`src/rtl/data_bus_unit.sv`:
```
// Load/store bus interface: turns decoder strobes into a valid/ready data-memory
// transaction, stalls the core while it is pending and returns extended load data.
module data_bus_unit (
  input  logic        i_clk,
  input  logic        i_rst,
  input  logic        i_bus_read,
  input  logic        i_bus_write,
  input  logic        i_bus_to_reg,
  input  logic [2:0]  i_funct3,
  input  logic [31:0] i_addr,
  input  logic [31:0] i_wdata,
  output logic [31:0] o_rdata,
  output logic        o_stall,
  output logic        o_access_fault,
  output logic        o_mem_valid,
  output logic        o_mem_we,
  output logic [31:0] o_mem_addr,
  output logic [3:0]  o_mem_be,
  output logic [31:0] o_mem_wdata,
  input  logic [31:0] i_mem_rdata,
  input  logic        i_mem_ready
);

  typedef enum logic [1:0] {
    S_IDLE   = 2'b00,
    S_ACCESS = 2'b01,
    S_DONE   = 2'b10
  } state_t;

  state_t      r_state;
  state_t      w_next;
  logic        w_req;
  logic        w_legal;
  logic        w_aligned;
  logic        w_go;
  logic [3:0]  w_be;
  logic [31:0] w_wdata;
  logic        w_stall;

  logic        r_mem_valid;
  logic        r_mem_we;
  logic [31:0] r_mem_addr;
  logic [3:0]  r_mem_be;
  logic [31:0] r_mem_wdata;
  logic [31:0] r_rdata;
  logic        r_access_fault;
  logic [2:0]  r_funct3;
  logic [1:0]  r_ofs;

  // Lane-align the returned word and extend it according to the latched funct3.
  function automatic logic [31:0] f_load_ext(input logic [31:0] data,
                                             input logic [2:0]  f3,
                                             input logic [1:0]  ofs);
    logic [31:0] sh;
    sh = data >> {ofs, 3'b000};
    case (f3)
      3'b000:  f_load_ext = {{24{sh[7]}}, sh[7:0]};
      3'b100:  f_load_ext = {24'h000000, sh[7:0]};
      3'b001:  f_load_ext = {{16{sh[15]}}, sh[15:0]};
      3'b101:  f_load_ext = {16'h0000, sh[15:0]};
      default: f_load_ext = sh;
    endcase
  endfunction

  // Decode the request: size legality (bit 2 only matters for loads), alignment, lanes.
  always_comb begin
    w_req     = i_bus_write | (i_bus_read & i_bus_to_reg);
    w_legal   = 1'b0;
    w_aligned = 1'b1;
    w_be      = 4'b0000;
    w_wdata   = i_wdata;
    case (i_funct3[1:0])
      2'b00: begin
        w_legal = 1'b1;
        w_be    = 4'b0001 << i_addr[1:0];
        w_wdata = {4{i_wdata[7:0]}};
      end
      2'b01: begin
        w_legal   = 1'b1;
        w_aligned = ~i_addr[0];
        w_be      = 4'b0011 << i_addr[1:0];
        w_wdata   = {2{i_wdata[15:0]}};
      end
      2'b10: begin
        w_legal   = i_bus_write | ~i_funct3[2];
        w_aligned = (i_addr[1:0] == 2'b00);
        w_be      = 4'b1111;
      end
      default: begin
        w_legal = 1'b0;
      end
    endcase
    w_go = w_req & w_legal & w_aligned;
  end

  // Next-state logic and the combinational stall back to the pipeline.
  always_comb begin
    w_next  = r_state;
    w_stall = 1'b0;
    case (r_state)
      S_IDLE: begin
        if (w_go) begin
          w_next  = S_ACCESS;
          w_stall = ~i_rst;
        end else begin
          w_next = S_IDLE;
        end
      end
      S_ACCESS: begin
        w_stall = ~i_rst;
        if (i_mem_ready) begin
          w_next = S_DONE;
        end else begin
          w_next = S_ACCESS;
        end
      end
      S_DONE:  w_next = S_IDLE;
      default: w_next = S_IDLE;
    endcase
  end

  // State register.
  always_ff @(posedge i_clk) begin
    if (i_rst) begin
      r_state <= S_IDLE;
    end else begin
      r_state <= w_next;
    end
  end

  // Bus request registers, fault pulse and load-data capture.
  always_ff @(posedge i_clk) begin
    if (i_rst) begin
      r_mem_valid    <= 1'b0;
      r_mem_we       <= 1'b0;
      r_mem_addr     <= 32'h0000_0000;
      r_mem_be       <= 4'b0000;
      r_mem_wdata    <= 32'h0000_0000;
      r_rdata        <= 32'h0000_0000;
      r_access_fault <= 1'b0;
      r_funct3       <= 3'b000;
      r_ofs          <= 2'b00;
    end else begin
      r_access_fault <= 1'b0;
      case (r_state)
        S_IDLE: begin
          if (w_go) begin
            r_mem_valid <= 1'b1;
            r_mem_we    <= i_bus_write;
            r_mem_addr  <= {i_addr[31:2], 2'b00};
            r_mem_be    <= w_be;
            r_mem_wdata <= w_wdata;
            r_funct3    <= i_funct3;
            r_ofs       <= i_addr[1:0];
          end else if (w_req) begin
            r_access_fault <= 1'b1;
          end
        end
        S_ACCESS: begin
          if (i_mem_ready) begin
            r_mem_valid <= 1'b0;
            if (!r_mem_we) begin
              r_rdata <= f_load_ext(i_mem_rdata, r_funct3, r_ofs);
            end
          end
        end
        S_DONE:  r_mem_valid <= 1'b0;
        default: r_mem_valid <= 1'b0;
      endcase
    end
  end

  assign o_rdata        = r_rdata;
  assign o_stall        = w_stall;
  assign o_access_fault = r_access_fault;
  assign o_mem_valid    = r_mem_valid;
  assign o_mem_we       = r_mem_we;
  assign o_mem_addr     = r_mem_addr;
  assign o_mem_be       = r_mem_be;
  assign o_mem_wdata    = r_mem_wdata;

endmodule

```
`config.mk`:
```
export PLATFORM = sky130hd
export DESIGN_NAME = data_bus_unit
export DESIGN_NICKNAME = d
export VERILOG_FILES = /design/src/rtl/data_bus_unit.sv
export SDC_FILE = /design/constraint.sdc
export NUM_CORES = 1
export LEC_CHECK = 0
export ABC_AREA = 0
export CORE_AREA = 2 2 112 114
export DETAILED_ROUTE_END_ITERATION = 12
export DIE_AREA = 0 0 114 116
export PLACE_DENSITY = 0.8
export SKIP_CTS_REPAIR_TIMING = 1
export SLEW_MARGIN = 20
export SYNTH_ARGS = -nofsm -noshare
export SYNTH_HDL_FRONTEND = slang
export SYNTH_SLANG_ARGS = --single-unit
```
`constraint.sdc`:
```
create_clock -name i_clk -period 2.55 [get_ports i_clk]
set_clock_uncertainty 0.15 [all_clocks]
set_input_delay 0.3825 -clock i_clk [delete_from_list [all_inputs] [get_ports i_clk]]
set_output_delay 0.3825 -clock i_clk [all_outputs]
set_load 0.05 [all_outputs]
```
==> results by group <==
Run status
  • Status: complete, no violations

Power and ir drop
  • Worst IR Drop VDD: 0.338 mV
  • Internal Power: just over 3 mW
  • Logic pwr share: ~30%
  • Switching power: 1.60 mW
  • Switch share: 33.9%
  • Leak: approximately 2.7 nW
  • Clock share of power: between 30% and 40%
  • Pwr/cell area: 598 nW/um^2
  • Reg power frac: between 30% and 40%

Timing
  • Fin crit share: between 90% and 100%
  • Setup violations, final: 0
  • Final hold slack: approximately 0.10 ns
  • Worst-margin pin slew: 0.657 ns
  • Slew margin rel.: between 50% and 60%
  • Fmax: 421 MHz
  • Final hold viol count: 0
  • Final WS setup: 0.176 ns
  • Max Slew Vio Count: 0
  • Final min period: approximately 2.4 ns
  • RSZ-0062 raised after global routing: false
  • Post-route setup TNS: 0 ns

CTS
  • H-tree depth: 3
  • Root Buffer: clkbuf_16
  • Clock Sink Count: 108
  • Insertion delay to the later sink of the worst-skew pair: 0.34 ns
  • Clk pin slew, worst setup/hold paths: roughly 0.08 ns
  • Cts bufs inserted: 9
  • CTS tree: done
  • Clock Tree Buf Depth: 2

Synthesis
  • Post-synth ARST share: 0%
  • Syn avg cell area: around 8.6 um^2
  • Post-synthesis cell count: between 600 and 700
  • EDFF count, synth: 0
  • Synth Cell Area: between 5000 and 6000 um^2
  • Count of cell types in the netlist: 45
  • Main flop type after synthesis: dfxtp_1
  • Synthesized flop and latch total: 108
  • Register area share after synthesis: between 40% and 50%
  • Syn. warnings: 0

GRT
  • Initial antenna violation count: 0
  • First-pass GRT wire length: between 20 and 30 mm
  • GRT Overall Usage: a little over a quarter
  • Total grt overflow: 0
  • Largest net degree at the start of global routing: slightly above 60
  • Number of global-route vias before repair: roughly 5600

Floorplanning
  • Top Ports: roughly 210
  • Die area: 13200 um^2
  • Total core area: roughly 12000 um^2
  • Die width: approximately 110 um
  • Vert. Die Dim: between 100 and 150 um
  • Row count: 40
  • Initial core utilization: approximately 44%

Cells and area
  • Final Core Density: 66.1%
  • Area Overhead vs Synth: 50.8%
  • Share of layout cells above drive strength 1: about a tenth
  • # fillers: between 900 and 1000
  • Nets: between 800 and 900
  • Diodes inserted: 0

Critical path
  • Startpoint Class: input port
  • Element type at the critical path end: primary output
  • CP max-delay cell: clkdlybuf4s50_1
  • Buf+Inv Stages, Crit Path: 3
  • Critical Path RT: a little over 2 ns
  • CP peak stage delay: 0.47 ns
  • Worst EP arrival: approximately 1.8 ns
  • WS Path Type: input port to primary output
  • Critical path's top delay family: buffers and inverters
  • Crit-path cells: clkdlybuf4s50_1 -> buf_4 -> nor2b_1 -> o21ai_4 -> a31oi_2 -> nor3_2 -> buf_6
  • Crit Path Max Fanout: 2

Placement
  • Gpl congestion: 0.870
  • Port bufs: around 200
  • Pre-CTS setup slack: -0.256 ns
  • Placed wire-length estimate: 12.7 mm

Routing
  • Vias per Instance: between 6 and 7
  • Routed Antenna Nets: 0
  • DRT iter0 DRCs: 523
  • DRC: 0
  • Drt pass-1 iters: 5
  • Vias: 5675
  • Total wire length: 17.7 mm
  • Routed wire length per instance: roughly 19 um

Flow run
  • Max Cap Viol: 0

Min path
  • Hold Path Class: input port to register
-- worst paths after layout --
check	from	endpoint	slack [ns]	cells after the start
worst max-delay path	i_bus_write	o_stall	0.18	7
worst min register to register	o_rdata[6]$_SDFFE_PP0P_	o_rdata[6]$_SDFFE_PP0P_	0.31	2
worst max register to register	r_state[1]$_SDFF_PP0_	o_mem_addr[8]$_SDFFE_PP0P_	0.45	4
worst min-delay path	i_rst	o_rdata[25]$_SDFFE_PP0P_	0.10	2
-- per-layer routing --
metal  GRT usage (%)  part of all wire (%)
met3            6.54                   8.7
met2            44.0                    48
met1            32.5                    41
met5               0                     0
met4            9.11                   2.2
-- flip-flops by register name, summed over array words and instances, names as in the netlist --
register,flops
o_access_fault,1
o_mem_addr,30
o_mem_be,4
o_mem_valid,1
o_mem_wdata,32
o_mem_we,1
o_rdata,32
r_funct3,3
r_ofs,2
r_state,2
-- worst reg2reg max path: stages, from the launching register on --
cell,delay (ns)
dfxtp_1,0.42
or4_2,0.76
buf_4,0.27
o31ai_1,0.25
a21oi_1,0.11
-- cells in the final DEF, fill, tap and decap left out, types with 9 or more instances in the layout --
cell type        instances
a211oi_1                16
a21oi_1                 64
a311oi_1                27
a31oi_1                 28
buf_4                   32
clkbuf_16                9
clkdlybuf4s50_1        202
dfxtp_1                108
mux2_2                  10
mux2i_1                 15
nand2_1                 52
nand2b_1                11
nand4_1                 45
nor2_1                  28
nor3_1                  10
o31ai_1                 45
-- stage by stage --
stage / total power, mW / instances / area, um^2
floorplan: 2.70 / 608 / 5230
CTS: 4.71 / 941 / 7850
global placement: 3.24 / 925 / 7540
detailed placement: 3.27 / 925 / 7540
global route: 4.89 / 941 / 7870
finish: 4.71 / 941 / 7870
-- cells by family after synthesis --
| kind of cell | synth area share (%) |
|---|---|
| adder cells (fa/ha/maj) | 0.959 |
| other | 0.0719 |
| AND/OR/NAND/NOR | 17.2 |
| AO/OA/AOI/OAI | 27.9 |
| flip-flops | 41.4 |
| buffers and inverters | 6.93 |
| multiplexers | 5.47 |
-- synthesized netlist by cell type (all sizes together) (2+ instances only) --
| master | number | area share, % |
|---|---|---|
| o21ai | 9 | 0.86 |
| a211oi | 16 | 2.3 |
| nand3 | 2 | 0.19 |
| clkbuf | 41 | 2.9 |
| dfxtp | 108 | 41 |
| a22oi | 8 | 1.2 |
| nor2b | 6 | 0.72 |
| a21oi | 64 | 6.1 |
| mux2 | 10 | 2.2 |
| o211ai | 7 | 1.0 |
| and3 | 2 | 0.24 |
| a311oi | 27 | 4.5 |
| nor3 | 13 | 1.5 |
| nand2b | 11 | 1.3 |
| o31ai | 45 | 6.5 |
| mux2i | 15 | 2.9 |
| nand3b | 3 | 0.43 |
| nand2 | 52 | 3.7 |
| o2bb2ai | 7 | 1.2 |
| buf | 34 | 3.7 |
| nor2 | 29 | 2.1 |
| or3 | 2 | 0.24 |
| ha | 4 | 0.96 |
| a31oi | 29 | 3.5 |
| inv | 4 | 0.29 |
| nand4 | 45 | 5.4 |
-- final cells by class --
type / instances / area (um^2) / share of cell area (%)
Tap cell: 147 / 184 / 2.34
Sequential cell: 108 / 2160 / 27.5
Clock buffer: 9 / 225 / 2.86
Inverter: 4 / 15.0 / 0.191
Clock inverter: 7 / 83.8 / 1.07
Multi-Input combinational cell: 421 / 2740 / 34.8
Timing Repair Buffer: 245 / 2460 / 31.2
-- power by group through the flow --
stage / Clock (mW) / Combinational (mW) / Sequential (mW)
after floorplan: 0 / 0.503 / 2.20
after detailed placement: 0 / 1.38 / 1.89
after CTS: 1.47 / 1.39 / 1.85
after global routing: 1.55 / 1.48 / 1.86
final: 1.46 / 1.40 / 1.85
after global placement: 0 / 1.36 / 1.89
(Power assumes the default switching activity.)
